--- config.mk ---
export PLATFORM = sky130hd
export DESIGN_NAME = draw_text_box_flat
export DESIGN_NICKNAME = d
export VERILOG_FILES = /design/src/rtl/draw_text_box_if.sv /design/src/rtl/draw_text_box.sv /design/src/flat_wrapper.sv
export SDC_FILE = /design/constraint.sdc
export NUM_CORES = 2
export LEC_CHECK = 0
export BUFFER_PORTS_ARGS = -buffer_cell sky130_fd_sc_hd__buf_2
export CAP_MARGIN = 10
export CORE_MARGIN = 5
export CORE_UTILIZATION = 50
export CTS_CLUSTER_SIZE = 30
export DETAILED_ROUTE_END_ITERATION = 6
export PLACE_DENSITY = 0.66
export SLEW_MARGIN = 20
export SYNTH_ARGS = -nofsm -noshare
export SYNTH_HDL_FRONTEND = slang
export SYNTH_SLANG_ARGS = --single-unit
--- constraint.sdc ---
create_clock -name clk -period 24.9 [get_ports clk]
set_clock_uncertainty 0.15 [all_clocks]
set_input_delay 0 -clock clk [delete_from_list [all_inputs] [get_ports clk]]
set_output_delay 0 -clock clk [all_outputs]
set_load 0.1 [all_outputs]
--- src/rtl/draw_text_box_if.sv ---
// vga_if: VGA timing plus 12-bit rgb bundle (38 bits) passed between pipeline stages.
interface vga_if;
  logic [10:0] vcount;
  logic        vsync;
  logic        vblnk;
  logic [10:0] hcount;
  logic        hsync;
  logic        hblnk;
  logic [11:0] rgb;

  modport in  (input  vcount, vsync, vblnk, hcount, hsync, hblnk, rgb);
  modport out (output vcount, vsync, vblnk, hcount, hsync, hblnk, rgb);
endinterface

--- src/rtl/draw_text_box.sv ---
// draw_text_box: text-window overlay with its own character buffer, external font ROM,
// blinking cursor and a clear-screen FSM. Define TEXT_SCALE2_EN to draw glyphs at 2x.
module draw_text_box #(
  parameter int          X0           = 48,
  parameter int          Y0           = 64,
  parameter int          COLS         = 16,
  parameter int          ROWS         = 16,
  parameter logic [11:0] FG           = 12'hfff,
  parameter logic [11:0] BG           = 12'h45c,
  parameter int          TRANSPARENT  = 0,
  parameter int          BLINK_FRAMES = 30,
  localparam int         N            = COLS * ROWS,
  localparam int         AW           = (N > 1) ? $clog2(N) : 1
) (
  input  logic          clk,
  input  logic          rst,
  vga_if.in             vga_in,
  vga_if.out            vga_out,
  output logic [7:0]    char_code,
  output logic [3:0]    char_line,
  input  logic [7:0]    char_pixels,
  input  logic          wr_en,
  input  logic [AW-1:0] wr_addr,
  input  logic [7:0]    wr_data,
  output logic          wr_ready,
  input  logic          clr,
  output logic          busy,
  input  logic          cursor_en,
  input  logic [AW-1:0] cursor_addr
);

`ifdef TEXT_SCALE2_EN
  localparam int SC = 1;
`else
  localparam int SC = 0;
`endif

  localparam int          BW   = (BLINK_FRAMES > 1) ? $clog2(BLINK_FRAMES) : 1;
  localparam logic [11:0] X_LO = 12'(X0);
  localparam logic [11:0] X_HI = 12'(X0 + COLS * (8 << SC));
  localparam logic [11:0] Y_LO = 12'(Y0);
  localparam logic [11:0] Y_HI = 12'(Y0 + ROWS * (16 << SC));

  typedef struct packed {
    logic [10:0] vcount;
    logic        vsync;
    logic        vblnk;
    logic [10:0] hcount;
    logic        hsync;
    logic        hblnk;
    logic [11:0] rgb;
  } vgaSig_t;

  typedef enum logic {IDLE, CLEAR} state_t;

  logic [7:0]    textMem [N];

  state_t        state_q;
  logic [AW-1:0] clrAddr_q;
  logic          busy_q;

  logic          vsyncPrev_q;
  logic [BW-1:0] blinkCnt_q;
  logic          blinkPhase_q;

  logic [10:0]   hRel, vRel, colIdx, rowIdx;
  logic [AW-1:0] rdAddr_d;
  logic [2:0]    pixCol_d;
  logic [3:0]    line_d;
  logic          inWin_d, cursor_d;

  logic [7:0]    charCode_q;
  logic [3:0]    charLine_q;
  logic          inWin1_q, inWin2_q, cursor1_q, cursor2_q;
  logic [2:0]    pixCol1_q, pixCol2_q;
  vgaSig_t       vga1_q, vga2_q, vga3_q, out_d;

  logic          glyphBit, showFg;
  logic          userWrite, memWe;
  logic [AW-1:0] memAddr;
  logic [7:0]    memData;

  // Cell index and glyph coordinates of the incoming pixel; only meaningful inside the window.
  always_comb begin
    hRel     = vga_in.hcount - 11'(X0);
    vRel     = vga_in.vcount - 11'(Y0);
    colIdx   = hRel >> (3 + SC);
    rowIdx   = vRel >> (4 + SC);
    rdAddr_d = AW'(rowIdx) * AW'(COLS) + AW'(colIdx);
    pixCol_d = 3'(hRel >> SC);
    line_d   = 4'(vRel >> SC);
    inWin_d  = ({1'b0, vga_in.hcount} >= X_LO) && ({1'b0, vga_in.hcount} < X_HI) &&
               ({1'b0, vga_in.vcount} >= Y_LO) && ({1'b0, vga_in.vcount} < Y_HI);
    cursor_d = cursor_en && blinkPhase_q && (rdAddr_d == cursor_addr);
  end

  // The clear FSM owns the single RAM write port while busy, so user writes are simply gated off.
  always_comb begin
    userWrite = wr_en && !busy_q && ({1'b0, wr_addr} < (AW + 1)'(N));
    memWe     = (state_q == CLEAR) || userWrite;
    memAddr   = (state_q == CLEAR) ? clrAddr_q : wr_addr;
    memData   = (state_q == CLEAR) ? 8'h20 : wr_data;
  end

  always_ff @(posedge clk) begin
    if (memWe) textMem[memAddr] <= memData;
  end

  always_ff @(posedge clk) begin
    if (rst) begin
      state_q   <= CLEAR;
      clrAddr_q <= '0;
      busy_q    <= 1'b1;
    end else begin
      case (state_q)
        IDLE: begin
          if (clr) begin
            state_q   <= CLEAR;
            clrAddr_q <= '0;
            busy_q    <= 1'b1;
          end
        end
        CLEAR: begin
          if (clrAddr_q == AW'(N - 1)) begin
            state_q <= IDLE;
            busy_q  <= 1'b0;
          end else begin
            clrAddr_q <= clrAddr_q + AW'(1);
          end
        end
        default: begin
          state_q <= IDLE;
          busy_q  <= 1'b0;
        end
      endcase
    end
  end

  always_ff @(posedge clk) begin
    if (rst) begin
      vsyncPrev_q  <= 1'b0;
      blinkCnt_q   <= '0;
      blinkPhase_q <= 1'b0;
    end else begin
      vsyncPrev_q <= vga_in.vsync;
      if (vga_in.vsync && !vsyncPrev_q) begin
        if (blinkCnt_q == BW'(BLINK_FRAMES - 1)) begin
          blinkCnt_q   <= '0;
          blinkPhase_q <= !blinkPhase_q;
        end else begin
          blinkCnt_q <= blinkCnt_q + BW'(1);
        end
      end
    end
  end

  // Stage 1 holds the RAM read and glyph coordinates; stage 2 lines up with the ROM's registered output.
  always_ff @(posedge clk) begin
    if (rst) begin
      charCode_q <= '0;
      charLine_q <= '0;
      inWin1_q   <= 1'b0;
      cursor1_q  <= 1'b0;
      pixCol1_q  <= '0;
      vga1_q     <= '0;
      inWin2_q   <= 1'b0;
      cursor2_q  <= 1'b0;
      pixCol2_q  <= '0;
      vga2_q     <= '0;
      vga3_q     <= '0;
    end else begin
      charCode_q <= textMem[rdAddr_d];
      charLine_q <= line_d;
      inWin1_q   <= inWin_d;
      cursor1_q  <= cursor_d;
      pixCol1_q  <= pixCol_d;
      vga1_q     <= {vga_in.vcount, vga_in.vsync, vga_in.vblnk,
                     vga_in.hcount, vga_in.hsync, vga_in.hblnk, vga_in.rgb};
      inWin2_q   <= inWin1_q;
      cursor2_q  <= cursor1_q;
      pixCol2_q  <= pixCol1_q;
      vga2_q     <= vga1_q;
      vga3_q     <= out_d;
    end
  end

  // The cursor swaps roles of glyph and background; transparent background shows the input pixel.
  always_comb begin
    glyphBit = char_pixels[3'd7 - pixCol2_q];
    showFg   = glyphBit ^ cursor2_q;
    out_d    = vga2_q;
    if (inWin2_q) begin
      if (showFg)                out_d.rgb = FG;
      else if (TRANSPARENT != 0) out_d.rgb = vga2_q.rgb;
      else                       out_d.rgb = BG;
    end
  end

  assign vga_out.vcount = vga3_q.vcount;
  assign vga_out.vsync  = vga3_q.vsync;
  assign vga_out.vblnk  = vga3_q.vblnk;
  assign vga_out.hcount = vga3_q.hcount;
  assign vga_out.hsync  = vga3_q.hsync;
  assign vga_out.hblnk  = vga3_q.hblnk;
  assign vga_out.rgb    = vga3_q.rgb;

  assign char_code = charCode_q;
  assign char_line = charLine_q;
  assign busy      = busy_q;
  assign wr_ready  = !busy_q;

endmodule

--- src/flat_wrapper.sv ---
// flat-port wrapper written by rule: the top's interface ports become plain ports
module draw_text_box_flat 
#(
  parameter int          X0           = 48,
  parameter int          Y0           = 64,
  parameter int          COLS         = 16,
  parameter int          ROWS         = 16,
  parameter logic [11:0] FG           = 12'hfff,
  parameter logic [11:0] BG           = 12'h45c,
  parameter int          TRANSPARENT  = 0,
  parameter int          BLINK_FRAMES = 30,
  localparam int         N            = COLS * ROWS,
  localparam int         AW           = (N > 1) ? $clog2(N) : 1
)
  (clk, rst, char_code, char_line, char_pixels, wr_en, wr_addr, wr_data, wr_ready, clr, busy, cursor_en, cursor_addr, vga_in_vcount, vga_in_vsync, vga_in_vblnk, vga_in_hcount, vga_in_hsync, vga_in_hblnk, vga_in_rgb, vga_out_vcount, vga_out_vsync, vga_out_vblnk, vga_out_hcount, vga_out_hsync, vga_out_hblnk, vga_out_rgb);
  vga_if vga_in_i ();
  vga_if vga_out_i ();
  input  logic clk;
  input  logic rst;
  output logic [7:0] char_code;
  output logic [3:0] char_line;
  input  logic [7:0] char_pixels;
  input  logic wr_en;
  input  logic [AW-1:0] wr_addr;
  input  logic [7:0] wr_data;
  output logic wr_ready;
  input  logic clr;
  output logic busy;
  input  logic cursor_en;
  input  logic [AW-1:0] cursor_addr;
  input wire logic [$bits(vga_in_i.vcount)-1:0] vga_in_vcount;
  input wire logic [$bits(vga_in_i.vsync)-1:0] vga_in_vsync;
  input wire logic [$bits(vga_in_i.vblnk)-1:0] vga_in_vblnk;
  input wire logic [$bits(vga_in_i.hcount)-1:0] vga_in_hcount;
  input wire logic [$bits(vga_in_i.hsync)-1:0] vga_in_hsync;
  input wire logic [$bits(vga_in_i.hblnk)-1:0] vga_in_hblnk;
  input wire logic [$bits(vga_in_i.rgb)-1:0] vga_in_rgb;
  output wire logic [$bits(vga_out_i.vcount)-1:0] vga_out_vcount;
  output wire logic [$bits(vga_out_i.vsync)-1:0] vga_out_vsync;
  output wire logic [$bits(vga_out_i.vblnk)-1:0] vga_out_vblnk;
  output wire logic [$bits(vga_out_i.hcount)-1:0] vga_out_hcount;
  output wire logic [$bits(vga_out_i.hsync)-1:0] vga_out_hsync;
  output wire logic [$bits(vga_out_i.hblnk)-1:0] vga_out_hblnk;
  output wire logic [$bits(vga_out_i.rgb)-1:0] vga_out_rgb;
  assign vga_in_i.vcount = vga_in_vcount;
  assign vga_in_i.vsync = vga_in_vsync;
  assign vga_in_i.vblnk = vga_in_vblnk;
  assign vga_in_i.hcount = vga_in_hcount;
  assign vga_in_i.hsync = vga_in_hsync;
  assign vga_in_i.hblnk = vga_in_hblnk;
  assign vga_in_i.rgb = vga_in_rgb;
  assign vga_out_vcount = vga_out_i.vcount;
  assign vga_out_vsync = vga_out_i.vsync;
  assign vga_out_vblnk = vga_out_i.vblnk;
  assign vga_out_hcount = vga_out_i.hcount;
  assign vga_out_hsync = vga_out_i.hsync;
  assign vga_out_hblnk = vga_out_i.hblnk;
  assign vga_out_rgb = vga_out_i.rgb;
  draw_text_box #(.X0(X0), .Y0(Y0), .COLS(COLS), .ROWS(ROWS), .FG(FG), .BG(BG), .TRANSPARENT(TRANSPARENT), .BLINK_FRAMES(BLINK_FRAMES)) u_core (.clk(clk), .rst(rst), .vga_in(vga_in_i), .vga_out(vga_out_i), .char_code(char_code), .char_line(char_line), .char_pixels(char_pixels), .wr_en(wr_en), .wr_addr(wr_addr), .wr_data(wr_data), .wr_ready(wr_ready), .clr(clr), .busy(busy), .cursor_en(cursor_en), .cursor_addr(cursor_addr));
endmodule
==> impl_table.tex <==
\begin{tabular}{lr}
\hline
Metric & Value \\
\hline
\multicolumn{2}{l}{\textbf{Yosys}} \\
\quad Gate count of the mapped netlist & 4,367 \\
\quad Area share of the leading cell type in the synthesized netlist & 71.8\% \\
\quad Average instance area after synthesis & 19.6 sq um \\
\quad Leading cell types by total area after synthesis & sky130\_fd\_sc\_hd\_\_edfxtp\_1 (72\%), sky130\_fd\_sc\_hd\_\_mux4\_2 (7.8\%), sky130\_fd\_sc\_hd\_\_mux4\_1 (3.8\%) \\
\quad Share of async-settable or async-resettable flops after synthesis & 0\% \\
\quad Seq/Total Area, Yosys & 75.1\% \\
\quad EDFF count, synth & 2,048 \\
\quad Number of warnings issued by yosys & 0 \\
\quad Biggest area consumer among synthesized cells & sky130\_fd\_sc\_hd\_\_edfxtp\_1 \\
\quad Post-synthesis instance area & 0.0857 sq mm \\
\quad Net Count, Synth & 4,451 \\
\quad Number of different library cells in the post-synthesis netlist & 79 \\
\quad Dominant register cell in the synthesized netlist & sky130\_fd\_sc\_hd\_\_edfxtp\_1 \\
\quad Flop and latch count out of synthesis & 2,190 \\
\multicolumn{2}{l}{\textbf{CTS}} \\
\quad Number of gates given a new drive strength after cts & 0 \\
\quad Clock latency at the later pin of the worst-skew pair & 0.87 ns \\
\quad Clock Pin Slew Worst Setup and Hold Paths & 0.06 ns \\
\quad CTS sink cnt & 2,190 \\
\quad Hold buffer count at CTS & 130 \\
\quad CTS tree & built \\
\quad Number of clock buffers inserted by TritonCTS & 212 \\
\quad Setup Buffers After CTS & 0 \\
\quad Longest Clk Path Bufs & 3 \\
\quad Total number of H-tree levels & 4 \\
\quad CTS root buf & sky130\_fd\_sc\_hd\_\_clkbuf\_16 \\
\multicolumn{2}{l}{\textbf{Global route}} \\
\quad Maximum number of pins on one net before global-route repair & 235 \\
\quad Busiest grt layer & met2 \\
\quad Global-route usage over all layers & 24.6\% \\
\quad Met3 Track Usage GR & 6.13\% \\
\quad Global routing met2 resource utilization & 37.5\% \\
\quad Aggregate global routing overflow & 0 \\
\quad Via count of the first global-routing pass & 43.6k \\
\quad Met1 Use GR & 34.7\% \\
\quad First-pass GRT wire length & 319,000 um \\
\quad Number of antenna violations at the first check in global routing & 25 \\
\multicolumn{2}{l}{\textbf{Route}} \\
\quad Number of optimization iterations in the first detailed-route pass & 6 \\
\quad DRT iter0 DRCs & 5,441 \\
\quad DRC violations left & 0 \\
\quad Number of routed nets with antenna violations & 0 \\
\quad Total detailed-routing wirelength & 223,000 um \\
\quad Vias post-DR & 44.7k \\
\quad Routed wire length per instance & 31.5 um \\
\quad DR vias/cell & 6.30 \\
\multicolumn{2}{l}{\textbf{Timing}} \\
\quad Endpoints failing hold & 0 \\
\quad Unrepaired setup endpoints after global routing & no \\
\quad Count of endpoints failing setup in the final report & 0 \\
\quad Period utilization & 23.0\% \\
\quad Final period demand of the worst path & 5.73 ns \\
\quad Slew headroom & 18.4\% \\
\quad Highest clock rate & 175 MHz \\
\quad Setup Total Neg Slack & 0 ns \\
\quad Hold\_ws & 0.0769 ns \\
\quad Transition time of the tightest slew-check pin & 1.21 ns \\
\quad Slew Limit Fails & 0 \\
\multicolumn{2}{l}{\textbf{Finish}} \\
\quad Fill cell instance count of the final layout & 12.5k \\
\quad Proportion of layout cells with a drive suffix above 1 & 17.7\% \\
\quad Number of non-filler instances in the completed layout & 7,084 \\
\quad Core utilization of the finished layout & 56.2\% \\
\quad Growth of design area from synthesis to finish & 12.2\% \\
\quad Post-layout nets & 4,752 \\
\multicolumn{2}{l}{\textbf{Placement}} \\
\quad Total instance count after detailed placement & 6,555 \\
\quad HPWL Detailed & 134,000 um \\
\quad Count of input and output buffers & 126 \\
\quad Global placement routability congestion & 0.877 \\
\multicolumn{2}{l}{\textbf{Floorplan}} \\
\quad Area of the placeable core & 0.171 sq mm \\
\quad Die footprint & 0.180 sq mm \\
\quad Die height & 424 um \\
\quad Initial core utilization & 50.1\% \\
\quad Die boundary width & 424 um \\
\quad Core Rows & 152 \\
\quad Number of placed I/O pins & 127 \\
\multicolumn{2}{l}{\textbf{Power}} \\
\quad Total leakage power & 31.6 nW \\
\quad Worst-case vdd ir drop & 0.0000601 V \\
\quad Power Density & 79.9 mW/mm\^{}2 \\
\quad Total Power & 7.68 mW \\
\multicolumn{2}{l}{\textbf{Setup path}} \\
\quad Data required, critical path & 25.47 ns \\
\quad Arrival time worst endpoint & 6.30 ns \\
\quad Type of element launching the critical path & primary input \\
\quad Biggest fanout along the worst timing path & 65 \\
\quad Startpoint-to-endpoint class of the critical path & in2reg \\
\quad Worst setup EP type & flop \\
\multicolumn{2}{l}{\textbf{Run}} \\
\quad Maxcap violations & 0 \\
\multicolumn{2}{l}{\textbf{Outcome}} \\
\quad Result of the run & completed \\
\multicolumn{2}{l}{\textbf{Worst hold path}} \\
\quad Hold/Removal Path Class & in2reg \\
\hline
\end{tabular}
[state kept, by name (all words and copies together), names as in the netlist, 5 cells and up]
| signal | cells |
|---|---|
| u_core.textMem | 2048 |
| u_core.vga1_q | 38 |
| u_core.out_d | 26 |
| u_core.vga2_q | 12 |
| u_core.vga_out.rgb | 12 |
| u_core.vga_out.hcount | 11 |
| u_core.vga_out.vcount | 11 |
| u_core.char_code | 8 |
| u_core.clrAddr_q | 8 |
| u_core.blinkCnt_q | 5 |
[cells in the final DEF (no fill, tap or decap), types with 48 or more instances in the layout]
cell type                       count
sky130_fd_sc_hd__edfxtp_1        2048
sky130_fd_sc_hd__nor2_1           334
sky130_fd_sc_hd__mux4_2           297
sky130_fd_sc_hd__clkbuf_16        219
sky130_fd_sc_hd__mux2i_1          211
sky130_fd_sc_hd__nand2_1          168
sky130_fd_sc_hd__dfxtp_1          141
sky130_fd_sc_hd__dlygate4sd3_1    130
sky130_fd_sc_hd__mux4_1           125
sky130_fd_sc_hd__buf_2            123
sky130_fd_sc_hd__o22ai_1          108
sky130_fd_sc_hd__nor2b_1          104
sky130_fd_sc_hd__buf_4             78
sky130_fd_sc_hd__nor3_1            56
sky130_fd_sc_hd__o221ai_1          54
sky130_fd_sc_hd__o21ai_0           52
sky130_fd_sc_hd__a21oi_1           51
sky130_fd_sc_hd__clkbuf_1          48
[critical path, stage by stage]
cell	delay [ns]
sky130_fd_sc_hd__buf_8	0.52
sky130_fd_sc_hd__buf_4	0.70
sky130_fd_sc_hd__buf_6	0.64
sky130_fd_sc_hd__buf_4	0.85
sky130_fd_sc_hd__buf_4	0.80
sky130_fd_sc_hd__buf_4	0.79
sky130_fd_sc_hd__mux4_1	0.73
sky130_fd_sc_hd__or4_1	0.42
sky130_fd_sc_hd__a21oi_1	0.26
sky130_fd_sc_hd__nor4_1	0.08
sky130_fd_sc_hd__nand4_1	0.11
sky130_fd_sc_hd__o22ai_1	0.08
[report_power, final]
part           total (mW)  switching (mW)  internal (mW)
Combinational       0.535           0.371          0.164
Clock                3.14            1.38           1.77
Sequential           4.00          0.0205           3.98
Total                7.68            1.77           5.91
[layout make-up]
type                    count  area [sq um]  share of cell area (%)
flip-flops and latches   2190         64300                    67.0
multi-input cells        1906         19300                    20.1
clock buffers             277          5800                    6.03
well taps                2233          2790                    2.91
repair buffers            342          2700                    2.81
clock inverters           108          1060                    1.10
inverters                  16          60.1                  0.0625
diodes                     12          30.0                  0.0313
[layer usage]
layer,share of wire (%),routed length (um)
met5,0.028,62
met4,4.3,9600
met3,10,22400
met2,46,104000
met1,39,87500
[kinds of logic after synthesis]
logic type	count (synthesis)	synth area share (%)
DFF	2190	75.1
xor gates and xnor gates	24	0.288
AOI/OAI and AO/OA	359	2.87
buffers and inverters	271	2.53
adders and majority gates	9	0.140
and+or+nand+nor	870	4.82
muxes	644	14.3
[cell usage after synthesis, types with 5 or more instances]
master	instances
sky130_fd_sc_hd__buf_12	10
sky130_fd_sc_hd__clkbuf_1	84
sky130_fd_sc_hd__nand3_1	46
sky130_fd_sc_hd__clkbuf_8	35
sky130_fd_sc_hd__or4_1	17
sky130_fd_sc_hd__buf_2	44
sky130_fd_sc_hd__a22o_1	7
sky130_fd_sc_hd__a22oi_1	12
sky130_fd_sc_hd__ha_1	8
sky130_fd_sc_hd__mux2i_1	211
sky130_fd_sc_hd__buf_4	26
sky130_fd_sc_hd__o221ai_1	54
sky130_fd_sc_hd__a2111oi_0	8
sky130_fd_sc_hd__buf_6	25
sky130_fd_sc_hd__and3_1	17
sky130_fd_sc_hd__nor2b_1	111
sky130_fd_sc_hd__a31oi_1	8
sky130_fd_sc_hd__xor2_1	11
sky130_fd_sc_hd__or2_2	7
sky130_fd_sc_hd__o21ai_0	52
sky130_fd_sc_hd__nand2_1	169
sky130_fd_sc_hd__mux2_2	11
sky130_fd_sc_hd__dfxtp_1	142
sky130_fd_sc_hd__o22ai_1	108
sky130_fd_sc_hd__nor4_1	25
sky130_fd_sc_hd__xnor2_1	9
sky130_fd_sc_hd__nor3_1	58
sky130_fd_sc_hd__nor3b_1	5
sky130_fd_sc_hd__edfxtp_1	2048
sky130_fd_sc_hd__nor2_1	334
sky130_fd_sc_hd__nand4_1	23
sky130_fd_sc_hd__nand3b_1	5
sky130_fd_sc_hd__mux4_1	125
sky130_fd_sc_hd__o2111ai_1	8
sky130_fd_sc_hd__a21oi_1	51
sky130_fd_sc_hd__mux4_2	297
sky130_fd_sc_hd__or3_1	17
sky130_fd_sc_hd__buf_1	5
sky130_fd_sc_hd__a211oi_1	19
sky130_fd_sc_hd__inv_1	15
sky130_fd_sc_hd__o32ai_1	7
sky130_fd_sc_hd__nand2b_1	17
sky130_fd_sc_hd__buf_8	26
[through the flow]
| step | instance area (sq um) | worst slack, ns |
|---|---|---|
| 2_1_floorplan | 85700 | 16.20 |
| 3_3_place_gp | 87800 | 17.97 |
| 3_5_place_dp | 87800 | 17.90 |
| 4_1_cts | 96000 | 18.81 |
| 5_1_grt | 96100 | 18.77 |
| 6_report | 96100 | 19.17 |
[worst paths after layout]
check                                   start                           endpoint  depth (start not counted)  slack (ns)
hold reg to reg   u_core.out_d[26]$_SDFF_PP0_    u_core.vga_out.vsync$_SDFF_PP0_                          1        0.28
hold / removal                   vga_in_vsync  u_core.blinkCnt_q[1]$_SDFFE_PP0P_                          5        0.08
setup reg to reg    u_core.state_q$_SDFF_PP1_   u_core.textMem[153][0]$_DFFE_PP_                          5       20.69
setup / recovery             vga_in_hcount[3]     u_core.char_code[7]$_SDFF_PP0_                         12       19.17
(Power assumes the default switching activity.)
